### config.mk
export PLATFORM = sky130hd
export DESIGN_NAME = uart_rx_word
export DESIGN_NICKNAME = d
export VERILOG_FILES = /design/src/rtl/uart_pkg.sv /design/src/rtl/uart_rx_sync.sv /design/src/rtl/uart_rx_word.sv
export SDC_FILE = /design/constraint.sdc
export NUM_CORES = 1
export LEC_CHECK = 0
export BUFFER_PORTS_ARGS = -buffer_cell sky130_fd_sc_hd__buf_2
export CAP_MARGIN = 20
export CORE_MARGIN = 3
export CORE_UTILIZATION = 57
export CTS_CLUSTER_DIAMETER = 30
export CTS_CLUSTER_SIZE = 24
export DETAILED_ROUTE_END_ITERATION = 12
export GPL_ROUTABILITY_DRIVEN = 0
export PLACE_DENSITY_LB_ADDON = 0.1
export SLEW_MARGIN = 20
export SYNTH_ARGS = -nofsm -noshare
export SYNTH_HDL_FRONTEND = slang
export SYNTH_SLANG_ARGS = --single-unit
### constraint.sdc
create_clock -name clk_153k6hz -period 2.3 [get_ports clk_153k6hz]
set_input_delay 0.46 -clock clk_153k6hz [delete_from_list [all_inputs] [get_ports clk_153k6hz]]
set_output_delay 0.46 -clock clk_153k6hz [all_outputs]
set_load 0.005 [all_outputs]
### src/rtl/uart_pkg.sv
// uart_pkg: shared state encoding, defaults and timing constants for the UART receiver
package uart_pkg;
    typedef enum logic [2:0] {
        ST_IDLE,
        ST_START,
        ST_DATA,
        ST_STOP,
        ST_GAP
    } rx_state_t;
    localparam int DEF_OVERSAMPLE = 16;
    localparam int DEF_GAP_BITS = 4;
    localparam int BAUD = 9600;
    localparam int BIT_PERIOD_NS = 1_000_000_000 / BAUD;
    // Number of oversample ticks the receiver waits between bytes of a word
    function automatic int gap_ticks(input int oversample, input int gap_bits);
        return oversample * gap_bits;
    endfunction
endpackage

### src/rtl/uart_rx_sync.sv
// uart_rx_sync: two-flop synchronizer for an asynchronous input, resets to the idle-high level
module uart_rx_sync (
    input  logic clk_153k6hz,
    input  logic rst,
    input  logic d,
    output logic q
);
    logic [1:0] ff;
    // Shift the raw input through two flops; reset to 1 so an idle line looks idle
    always_ff @(posedge clk_153k6hz) begin
        if (rst) ff <= 2'b11;
        else ff <= {ff[0], d};
    end
    assign q = ff[1];
endmodule

### src/rtl/uart_rx_word.sv
// uart_rx_word: receives two back-to-back 8N1 bytes and presents them as one 16-bit word
module uart_rx_word
    import uart_pkg::*;
#(
    parameter int OVERSAMPLE = DEF_OVERSAMPLE,
    parameter int GAP_BITS = DEF_GAP_BITS
) (
    input  logic        clk_153k6hz,
    input  logic        rst,
    input  logic        rx,
    output logic [15:0] data,
    output logic        valid,
    output logic        frame_err,
    output logic        timeout_err,
    output logic        busy
);
    localparam int TW = $clog2(OVERSAMPLE);
    localparam int GL = gap_ticks(OVERSAMPLE, GAP_BITS);
    localparam int GW = $clog2(GL + 1);
    localparam logic [TW-1:0] HALF_LAST = TW'(OVERSAMPLE / 2 - 1);
    localparam logic [TW-1:0] BIT_LAST = TW'(OVERSAMPLE - 1);
    localparam logic [GW-1:0] GAP_LAST = GW'(GL - 1);

    rx_state_t state, state_n;
    logic [TW-1:0] tick, tick_n;
    logic [GW-1:0] gap_cnt, gap_n;
    logic [2:0] bit_idx, bit_n;
    logic byte_idx, byte_n;
    logic [7:0] shreg, sh_n, byte0, b0_n;
    logic [15:0] data_n;
    logic valid_n, fe_n, to_n, armed, armed_n;
    logic rx_s;

    uart_rx_sync u_sync (
        .clk_153k6hz(clk_153k6hz),
        .rst(rst),
        .d(rx),
        .q(rx_s)
    );

    // Register all FSM and datapath state; error and valid strobes are registered pulses
    always_ff @(posedge clk_153k6hz) begin
        if (rst) begin
            state <= ST_IDLE;
            tick <= '0;
            gap_cnt <= '0;
            bit_idx <= '0;
            byte_idx <= 1'b0;
            shreg <= '0;
            byte0 <= '0;
            data <= '0;
            valid <= 1'b0;
            frame_err <= 1'b0;
            timeout_err <= 1'b0;
            armed <= 1'b1;
        end else begin
            state <= state_n;
            tick <= tick_n;
            gap_cnt <= gap_n;
            bit_idx <= bit_n;
            byte_idx <= byte_n;
            shreg <= sh_n;
            byte0 <= b0_n;
            data <= data_n;
            valid <= valid_n;
            frame_err <= fe_n;
            timeout_err <= to_n;
            armed <= armed_n;
        end
    end

    // Next-state logic: start qualification, bit-centre sampling, stop check and inter-byte gap
    always_comb begin
        state_n = state;
        tick_n = tick + TW'(1);
        gap_n = gap_cnt;
        bit_n = bit_idx;
        byte_n = byte_idx;
        sh_n = shreg;
        b0_n = byte0;
        data_n = data;
        valid_n = 1'b0;
        fe_n = 1'b0;
        to_n = 1'b0;
        armed_n = armed | rx_s;
        case (state)
            ST_IDLE: begin
                tick_n = '0;
                byte_n = 1'b0;
                state_n = (armed && !rx_s) ? ST_START : ST_IDLE;
            end
            ST_START: begin
                if (tick == HALF_LAST) begin
                    tick_n = '0;
                    bit_n = '0;
                    state_n = !rx_s ? ST_DATA : (byte_idx ? ST_GAP : ST_IDLE);
                end
            end
            ST_DATA: begin
                if (tick == BIT_LAST) begin
                    tick_n = '0;
                    sh_n = {rx_s, shreg[7:1]};
                    bit_n = bit_idx + 3'd1;
                    state_n = (bit_idx == 3'd7) ? ST_STOP : ST_DATA;
                end
            end
            ST_STOP: begin
                if (tick == BIT_LAST) begin
                    tick_n = '0;
                    state_n = ST_IDLE;
                    if (!rx_s) begin
                        fe_n = 1'b1;
                        armed_n = 1'b0;
                    end else if (!byte_idx) begin
                        b0_n = shreg;
                        byte_n = 1'b1;
                        gap_n = GW'(1);
                        state_n = ST_GAP;
                    end else begin
                        data_n = {shreg, byte0};
                        valid_n = 1'b1;
                        armed_n = 1'b1;
                    end
                end
            end
            ST_GAP: begin
                tick_n = '0;
                gap_n = gap_cnt + GW'(1);
                if (!rx_s) begin
                    state_n = ST_START;
                end else if (gap_cnt == GAP_LAST) begin
                    to_n = 1'b1;
                    armed_n = 1'b1;
                    state_n = ST_IDLE;
                end
            end
            default: state_n = ST_IDLE;
        endcase
    end

    assign busy = (state != ST_IDLE);
endmodule
* After elaboration in Yosys (flattened, before gate mapping)
Index checks and enable logic that the tools add are counted.
** Storage, ports and cells
- Bits of input ports :: 3
- Register bits :: 56
- Word-level logic and storage cells :: 89
- Output and inout bits :: 20
** Cells by class
- Eq/ne operators :: 14
- Bitwise logic cells :: 6
- Add/subtract/negate cells :: 3
- Muxes and demuxes :: 34
- Reduce and logical (&&, ||, !) cells :: 19
** Operators by type and width (number)
- 3-bit two-way mux :: 11
- 7-bit two-way mux :: 3
- 4-bit AND reduction :: 4
- 3-bit case mux with 5 select lines :: 1
- 7-bit case mux with 2 select lines :: 1
- 1-bit two-way mux :: 12
- 4-bit case mux with 3 select lines :: 1
- 4-bit two-way mux :: 2
- 2-bit inequality test, second input constant :: 4
- 7-bit by 1-bit adder with 7-bit output, second input constant :: 1
- 7-bit by 6-bit equality test with 1-bit output, second input constant :: 1
- 3-bit by 2-bit equality test with 1-bit output, second input constant :: 2
- 3-bit equality test, second input constant :: 2
- 3-bit case mux with 2 select lines :: 1
- 3-bit AND reduction :: 2
- 2-bit nonzero test :: 3
- 3-bit OR reduction :: 2
- 1-bit NOT :: 5
- 4-bit by 1-bit adder with 4-bit output, second input constant :: 1
- 4-bit by 3-bit equality test with 1-bit output, second input constant :: 1
- 4-bit equality test, second input constant :: 1
- 1-bit case mux with 2 select lines :: 2
- 2-bit OR reduction :: 2
- 4-bit OR reduction :: 1
- 10 further kinds :: 10

* Longest topological paths before layout
- Word-level depth :: 5
- Mapped depth :: 6
- Mapped depth without buffers :: 5

* Modules after synthesis
From an unflattened synthesis, not the netlist that was laid out.
** Unflattened totals
- Cells, all modules :: 236
- Area total of the unflattened synthesis :: 2267.2 um^2
** By module, submodules not included
- uart_rx_word :: seq. area each 1081.0 um^2, cells each 232, times used 1, area an instance 2214.6 um^2
- uart_rx_sync :: seq. area each 40.0 um^2, cells each 4, times used 1, area an instance 52.6 um^2

* Worst setup path after synthesis
No wires, ideal clock.
- Path type :: register -> register
- From :: reg tick[0]
- To :: reg data[0]
- Arrival time :: 1529 ps
- Stages on the path, launching flop included :: 7
- Required time :: 2172 ps
- Slack :: 643 ps
- Period minus slack after synthesis :: 1657 ps
- Cell sequence :: dfxtp_1 -> ha_1 -> nand4_2 -> nor3_4 -> buf_6 -> mux2i_1 -> nor2_1
** On the way
- Cells in the longest elaborated chain, start to end :: 2
** RTL lines
- start: declaration :: RTL line uart_rx_word.sv:25 : logic [TW-1:0] tick, tick_n;
- start signal: assignment :: RTL line uart_rx_word.sv:58 : tick <= tick_n;
- 4-bit equality test :: RTL line uart_rx_word.sv:108 : if (tick == BIT_LAST) begin
- 4-bit AND reduction (no source line)
- end signal: assignment :: RTL line uart_rx_word.sv:64 : data <= data_n;
- end: declaration :: RTL line uart_rx_word.sv:11 : output logic [15:0] data,
No other way between the ends.
A chain may end at the register's enable or synchronous reset.

* Worst setup path after layout
- From :: reg state[1]
- To :: reg bit_idx[0]
** On the way
- Cells in the longest elaborated chain, start to end :: 3
- Elaborated cells on any way between the ends :: 7
** RTL lines
- start: declaration :: RTL line uart_rx_word.sv:24 : rx_state_t state, state_n;
- start signal: assignment :: RTL line uart_rx_word.sv:57 : state <= state_n;
- 3-bit by 2-bit equality test with 1-bit output / 3-bit by 1-bit equality test with 1-bit output (equally long branches) :: RTL line uart_rx_word.sv:86 : case (state)
- 2-bit inequality test (no source line) / 2-bit nonzero test (equally long branches)
- 3-bit AND reduction (no source line)
- end signal: assignment :: RTL line uart_rx_word.sv:60 : bit_idx <= bit_n;
- end: declaration :: RTL line uart_rx_word.sv:27 : logic [2:0] bit_idx, bit_n;
Parallel ways exist; a longest one is shown, timed or not.

==> qor.yml <==
critical_path:
  crit_arrival_ns: 2.07
  r2r_cells: 4
  end_kind: "flip-flop"
  cp_max_fo: 13
  endpoint: "bit_idx[0]"
  worst-path-buf-inv: 0
  crit_family: "simple AND/OR/NAND/NOR gates"
  critical_path.max_stage_delay_ns: 0.57
  rrSetupSlack_ns: 0.49
  crit_path_cell_trace: "nand3b_2, or3_1, nor2_1, mux2_2"
  crit_required_ns: 2.56
  cp.depth: 4
  timing.rr.start: "state[1]"
  crit_type: "flip-flop to flip-flop"
  critPathLaunch: "state[1]"
  slowest_stage: "dfxtp_1"
  start_kind: "flip-flop"
  rr_endpoint: "bit_idx[0]"
timing:
  hold_viol: 0
  slew_viol_final: 0
  finalCritPeriodShare_pct: 78.8
  setup_ws_ns: 0.488
  fin_hold_ws_ns: 0.327
  maxSlewHeadroom_pct: 62.4
  setup_tns_ns: 0
  rsz0062_at_grt: "no"
  finalClockSkew_ns: 0.00441
  fin_crit_ns: 1.81
  max_freq_mhz: 552
  worst_slew_pin_slew_ns: 0.563
  setup_viol: 0
outcome:
  status: "complete, no violations"
floorplanning:
  die_h_um: 68.4
  die_area_um2: 4670
  core_um2: 3720
  die_width_um: 68.4
  ioPinCount: 23
  start_util_pct: 59.6
  rows: 22
place:
  port_buffers: 22
  place_worst_setup_slack_ns: 0.509
  place.detailed.hpwl_mm: 2.54
routing:
  wl_per_cell_um: 12.5
  ant_nets: 0
  wl_mm: 3.84
  drt-pass1-iter-count: 4
  drt_iter0_drc: 68
  drc: 0
  vias: 1637
  vias_per_cell: 5.35
synth:
  synth_top_flop_cell: "dfxtp_1"
  postSynth.asyncResetShare_pct: 0
  synth_top_area_cell: "dfxtp_1"
  syn-num-nets: 245
  synthCells: 238
  yosys.area_share.simple_pct: 23.8
  netlist_top_cells_area: "dfxtp_1 (51%), mux2i_1 (7.7%), nand2_1 (6.3%)"
  ys_ff_latch: 56
  synth_top_area_share_pct: 50.6
  synth-warning-count: 0
  mappedNetlistArea_um2: 2220
  synth_enable_flop_cells: 0
  synth_common_cells: "dfxtp_1 (56), nand2_1 (37), nor2_1 (23)"
  synthMuxAreaShare_pct: 8.19
  synth_xor_area_share_pct: 2.37
  avgSynthCellArea_um2: 9.31
  yosysSeqAreaShare_pct: 50.6
  synth_top_family_by_area: "simple AND/OR/NAND/NOR gates"
  synth_fa_ha_area_share_pct: 2.26
  synthMostInstantiatedCell: "dfxtp_1"
  synth_cell_type_count: 42
  synth-compound-area-share_pct: 9.37
power_and_ir_drop:
  leakage_nw: 0.941
  max-vdd-ir-drop_mv: 0.546
  power.density_nw_per_um2: 641
  finalPower_w: 0.00157
grt:
  grt_max_degree: 34
  grt_overflow: 0
  grt_first_pass_wirelength_mm: 6.31
  grt_usage_pct: 18.0
  grt_pass1_vias: 1361
  antenna_found_initial: 0
cts:
  numCtsBuffers: 5
  clk_path_buf_depth: 2
  cts_setup_buffers: 0
  clockRootBuffer: "clkbuf_8"
  cts_tree: "done"
  cts_resized: 0
  htree_levels: 2
  cts.sinks: 56
  clock_latency_ns: 0.31
  clk_pin_slew_ns: 0.09
  cts-hold-fix-buffers: 0
min_path:
  hold_class: "input port to flip-flop"
finish:
  drive_above_1_share_pct: 16.7
  fin_nets: 264
  area_growth_pct: 10.4
  diodes: 0
flow_run:
  cap_violations: 0
-- cell type report --
type,instances,area (um2)
Tap cell,48,60.1
Clock inverter,2,13.8
Timing Repair Buffer,26,140
Multi-Input combinational cell,165,1020
Inverter,3,11.3
Sequential cell,56,1120
Fill cell,320,1270
Clock buffer,6,82.6
-- layer usage --
metal | vias to the layer above | track usage [%] | share of wire (%)
li1 | 863 | - | -
met1 | 739 | 25.8 | 53
met2 | 29 | 25.3 | 42
met3 | 6 | 4.43 | 4.7
met4 | 0 | 8.19 | 1.3
met5 | - | 0 | 0
-- worst min-delay path by stage --
stage | start | to | slack, ns | cells past startpoint
floorplan | u_sync.ff[0] | u_sync.ff[1] | 0.39 | 1
global placement | u_sync.ff[0] | u_sync.ff[1] | 0.39 | 1
detailed placement | u_sync.ff[0] | u_sync.ff[1] | 0.40 | 1
CTS | rx | u_sync.ff[0] | 0.33 | 2
global route | rx | u_sync.ff[0] | 0.33 | 2
finish | rx | u_sync.ff[0] | 0.33 | 2
-- per-stage QoR --
step	area [um2]	util (%)	std cells
2_1_floorplan	2220	-	238
3_3_place_gp	2350	63.3	298
3_5_place_dp	2350	63.3	298
4_1_cts	2450	65.9	306
5_1_grt	2450	65.9	306
6_report	2450	65.9	306
-- sequential cells by signal, indices dropped and copies added (netlist names) --
name / count
valid: 1
tick: 4
gap_cnt: 7
bit_idx: 3
byte_idx: 1
timeout_err: 1
frame_err: 1
data: 16
u_sync.ff: 2
shreg: 8
byte0: 8
armed: 1
state: 3
-- cell families (layout without fill, tap and decap cells) --
logic type | Yosys count | after routing
and+or+nand+nor | 102 | 102
DFF | 56 | 56
AOI/OAI and AO/OA | 35 | 35
muxes | 18 | 18
buffers and inverters | 17 | 37
xor gates and xnor gates | 6 | 6
adders and majority gates | 4 | 4
-- layout by cell type, fill, tap and decap left out, drive strengths merged, types with 5 or more instances in the layout --
cell    instances
nor3           13
nand4           5
nand2          37
mux2i          17
dfxtp          56
buf            26
nor2           23
clkbuf          6
a21oi          20
-- where the power goes --
| group | switching, W | internal [W] |
|---|---|---|
| Combinational | 0.0000242 | 0.0000105 |
| Clock | 0.000312 | 0.000247 |
| Sequential | 0.00000247 | 0.000972 |
| Total | 0.000339 | 0.00123 |
Power figures use the tool's default switching activity.
